[config.mk]
export PLATFORM = sky130hd
export DESIGN_NAME = flag_shadow_stack
export DESIGN_NICKNAME = d
export VERILOG_FILES = /design/src/rtl/flag_shadow_stack.sv
export SDC_FILE = /design/constraint.sdc
export NUM_CORES = 1
export LEC_CHECK = 0
export CAP_MARGIN = 20
export CORE_UTILIZATION = 47
export DETAILED_ROUTE_END_ITERATION = 7
export GPL_TIMING_DRIVEN = 0
export PLACE_DENSITY = 0.76
export SLEW_MARGIN = 30
export SYNTH_ARGS = -nofsm -noshare
export SYNTH_HDL_FRONTEND = slang
export SYNTH_SLANG_ARGS = --single-unit
[constraint.sdc]
create_clock -name CLK -period 2.5 [get_ports CLK]
set_input_delay 0.375 -clock CLK [delete_from_list [all_inputs] [get_ports CLK]]
set_output_delay 0.375 -clock CLK [all_outputs]
set_load 0.03 [all_outputs]
[src/rtl/flag_shadow_stack.sv]
// flag_shadow_stack: LIFO save/restore of the CPU status flags across
// (possibly nested) interrupts. A push captures FLG_IN on interrupt
// acknowledge; a pop reads the top entry into FLG_OUT and raises FLG_LD
// for exactly one cycle so the flag register reloads it like any other load.
// Optional feature: define FLAG_STACK_ERR_EN to build the sticky ERR flag
// (overflow, underflow, push/pop collision, request while busy).
module flag_shadow_stack #(
    parameter int WIDTH = 2,
    parameter int DEPTH = 4,
    localparam int CW   = $clog2(DEPTH + 1),
    localparam int AW   = (DEPTH > 1) ? $clog2(DEPTH) : 1
) (
    input  logic             CLK,
    input  logic             RST,
    input  logic [WIDTH-1:0] FLG_IN,
    input  logic             PUSH,
    input  logic             POP,
    output logic [WIDTH-1:0] FLG_OUT,
    output logic             FLG_LD,
    output logic             BUSY,
    output logic             FULL,
    output logic             EMPTY,
    output logic [CW-1:0]    COUNT,
    output logic             ERR
);

    typedef enum logic {
        IDLE    = 1'b0,
        RESTORE = 1'b1
    } state_t;

    state_t           state_reg, state_next;
    logic [CW-1:0]    count_reg, count_next;
    logic [WIDTH-1:0] flg_out_reg, flg_out_next;
    logic [WIDTH-1:0] mem [DEPTH];

    logic             idle;
    logic             full;
    logic             empty;
    logic             push_acc;
    logic             pop_acc;
    logic [AW-1:0]    wr_idx;
    logic [AW-1:0]    rd_idx;

    // Status decoded purely from registers, never from the request inputs.
    assign idle  = (state_reg == IDLE);
    assign full  = (count_reg == CW'(DEPTH));
    assign empty = (count_reg == '0);

    // Push has priority over pop; nothing is accepted while a restore is
    // being presented to the flag register.
    assign push_acc = idle && PUSH && !full;
    assign pop_acc  = idle && POP && !PUSH && !empty;

    // Top of stack is COUNT-1; the next free slot is COUNT. The write index
    // is only used when not full, so truncation at COUNT==DEPTH is harmless.
    assign wr_idx = AW'(count_reg);
    assign rd_idx = AW'(count_reg - 1'b1);

    // Next-state, pointer and restore-data logic.
    always_comb begin
        state_next   = state_reg;
        count_next   = count_reg;
        flg_out_next = flg_out_reg;
        case (state_reg)
            IDLE: begin
                if (push_acc) begin
                    count_next = count_reg + 1'b1;
                end else if (pop_acc) begin
                    count_next   = count_reg - 1'b1;
                    flg_out_next = mem[rd_idx];
                    state_next   = RESTORE;
                end
            end
            RESTORE: begin
                state_next = IDLE;
            end
            default: begin
                state_next = IDLE;
            end
        endcase
    end

    // State, pointer and output-data registers; reset abandons any pending load.
    always_ff @(posedge CLK) begin
        if (RST) begin
            state_reg   <= IDLE;
            count_reg   <= '0;
            flg_out_reg <= '0;
        end else begin
            state_reg   <= state_next;
            count_reg   <= count_next;
            flg_out_reg <= flg_out_next;
        end
    end

    // Entry storage: not reset, popped slots are left stale and simply reused.
    always_ff @(posedge CLK) begin
        if (push_acc && !RST) begin
            mem[wr_idx] <= FLG_IN;
        end
    end

`ifdef FLAG_STACK_ERR_EN
    logic err_reg;
    logic err_event;

    assign err_event = (idle && PUSH && full)
                     || (idle && POP && !PUSH && empty)
                     || (idle && PUSH && POP)
                     || (!idle && (PUSH || POP));

    // Sticky protocol-violation flag, cleared only by reset.
    always_ff @(posedge CLK) begin
        if (RST) begin
            err_reg <= 1'b0;
        end else if (err_event) begin
            err_reg <= 1'b1;
        end
    end

    assign ERR = err_reg;
`else
    assign ERR = 1'b0;
`endif

    assign FLG_OUT = flg_out_reg;
    assign FLG_LD  = (state_reg == RESTORE);
    assign BUSY    = (state_reg == RESTORE);
    assign FULL    = full;
    assign EMPTY   = empty;
    assign COUNT   = count_reg;

endmodule

==> results_dict.tcl <==
set metrics [dict create \
    diodes 0 \
    n_fill_cell 103 \
    die_y_um 40.2 \
    yosys.area_share.simple 0.141 \
    first_pass_iters 4 \
    p_seq_frac 0.394 \
    drive_gt1_frac 0.110 \
    comb_power_share 0.435 \
    routedWlPerCell_um 12.5 \
    period_share 0.941 \
    path_max_fanout 6 \
    placed_cells 84 \
    gr-total-overflow 0 \
    p_int_uw 481 \
    rsz0062_at_grt "false" \
    power_density_nw_per_um2 873 \
    cap_violations 0 \
    place_ws_ns 0.376 \
    yosysTopAreaCell "edfxtp_1" \
    drt-total-wl_um 1100 \
    cp-start-kind "register" \
    synthMuxAreaShare 0.0949 \
    final_cells 88 \
    grt_max_degree 9 \
    async_reset_ff_frac 0 \
    via_count 472 \
    pin_count 16 \
    finalHoldViolCount 0 \
    syn-num-nets 67 \
    irDropWorstVdd_mv 0.485 \
    numCtsBuffers 3 \
    route.detailed.drc 0 \
    grt_antenna_before_repair 0 \
    placed_area_um2 845 \
    synth_area_um2 686 \
    yosys-top-cells-count "edfxtp_1 (8), dfxtp_1 (6), ha_1 (6), inv_1 (5)" \
    power.switching_uw 279 \
    core_um2 1330 \
    yosys_warnings 0 \
    fin_setup_tns_ns 0 \
    multi_input_area_um2 292 \
    report.final.slew_viol_count 0 \
    cts_max_path_buffers 2 \
    drt.antenna.violating_nets 0 \
    synth_cell_type_count 23 \
    min_period_ns 2.35 \
    leakage_uw 0.000334 \
    row_count 13 \
    final_cell_area_um2 871 \
    synth_top_family_by_area "simple AND/OR/NAND/NOR gates" \
    netlist.area_leader.share 0.350 \
    maxClockFrequency_ghz 0.425 \
    cts_hold_buf 0 \
    path_clk_slew_ns 0.08 \
    required_ns 2.12 \
    crit_path_end_kind "primary output" \
    ctsResizeCount 0 \
    clk-insertion-delay-late_ns 0.28 \
    root_buffer "clkbuf_4" \
    ys_ff_latch 14 \
    synthAdderAreaFrac 0.109 \
    cts_tree "yes" \
    drt_iter0_drc 8 \
    synth.most_common_cell "edfxtp_1" \
    synth_flop_cell "edfxtp_1" \
    htree_levels 1 \
    synth-edff-count 8 \
    finalClockSkew_ns 0.00235 \
    syn2layout_area_growth_pct 27.0 \
    status "finished clean" \
    start_util 0.514 \
    final_net_count 86 \
    numClockSinks 14 \
    synthTopCellsByArea "edfxtp_1 (35%), dfxtp_1 (18%), ha_1 (11%), mux4_2 (6.6%), and2_1 (3.6%)" \
    crit_type "reg -> out" \
    ys_seq_area_frac 0.526 \
    setup_viol 0 \
    setup_ws_ns 0.149 \
    grt_pass1_vias 420 \
    p_clk_frac 0.172 \
    grt_use_total 0.176 \
    swShare 0.367 \
    crit_arrival_ns 1.98 \
    gp_congestion 0.735 \
    synth-compound-area-share 0.0620 \
    min_path_type "reg -> reg" \
    avgViaCountPerCell 5.36 \
    grt_pass1_wl_um 1760 \
    ff_latch_area_um2 360 \
    post-cts-setup-buffers 0 \
    die_width_um 40.2 \
    synthCells 55 \
    synth_area_per_cell_um2 12.5 \
    dieArea_um2 1620 \
    portBuffers 14 \
    synth-xor-area-share 0.0128 \
]
per-stage QoR:
| step | utilization | total power [uW] | hold slack (ns) |
|---|---|---|---|
| final | 0.653 | 760 | 0.508 |
| after global placement | 0.633 | 632 | 0.474 |
| after CTS | 0.653 | 764 | 0.514 |
| after global routing | 0.653 | 807 | 0.561 |
| after floorplan | - | 526 | 0.447 |
| after detailed placement | 0.633 | 637 | 0.494 |
final cells by class:
type,count,area share
repair buffers,14,0.161
multi-input cells,34,0.335
clock buffers,3,0.0259
inverters,5,0.0216
well taps,15,0.0216
flip-flops and latches,14,0.414
clock inverters,1,0.00431
plain buffers,2,0.0172
sequential cells by signal, summed over array words and instances, names as in the netlist:
signal and count:
COUNT 3, BUSY 1, mem 8, FLG_OUT 2
kinds of logic after synthesis:
logic type               count (synthesis)
buffers and inverters                    7
multiplexers                             4
AND/OR/NAND/NOR                         15
AO/OA/AOI/OAI                            7
flip-flops                              14
other                                    1
adder cells (fa/ha/maj)                  6
XOR/XNOR                                 1
placed cells by master, fill, tap and decap left out, types with 2 or more instances in the layout:
cell type	n
a21oi_1	2
buf_4	2
clkdlybuf4s50_1	14
nor2_1	4
dfxtp_1	6
nand2_1	2
inv_1	5
ha_1	6
edfxtp_1	8
mux4_2	2
clkbuf_4	3
mux2i_1	2
and2_1	4
power by group through the flow:
stage                     Sequential [uW]  Combinational [uW]  Clock (uW)
after global placement                305                 328           0
final                                 299                 330         130
after global routing                  306                 363         138
after floorplan                       339                 188           0
after detailed placement              306                 331           0
after CTS                             300                 332         131
path summary, 6_finish.rpt:
| check | start | to | slack, ns | cells past startpoint |
|---|---|---|---|---|
| setup / recovery | COUNT[0]$_SDFFE_PP0P_ | EMPTY | 0.15 | 4 |
| setup reg to reg | COUNT[0]$_SDFFE_PP0P_ | COUNT[1]$_SDFFE_PP0P_ | 0.38 | 7 |
| hold / removal | FLG_OUT[1]$_SDFFE_PP0P_ | FLG_OUT[1]$_SDFFE_PP0P_ | 0.51 | 2 |
| hold reg to reg | FLG_OUT[1]$_SDFFE_PP0P_ | FLG_OUT[1]$_SDFFE_PP0P_ | 0.51 | 2 |
per-layer routing:
layer	up-vias	global-route usage	wire (um)
li1	226	-	-
met1	225	0.225	467
met2	16	0.278	544
met3	5	0.0167	52
met4	0	0.125	38
met5	-	0	0
worst max-delay path, cell delays in order (launching register included):
cell,delay (ns)
dfxtp_1,0.48
inv_1,0.15
ha_1,0.23
ha_1,0.23
clkdlybuf4s50_1,0.61
(Power assumes the default switching activity.)
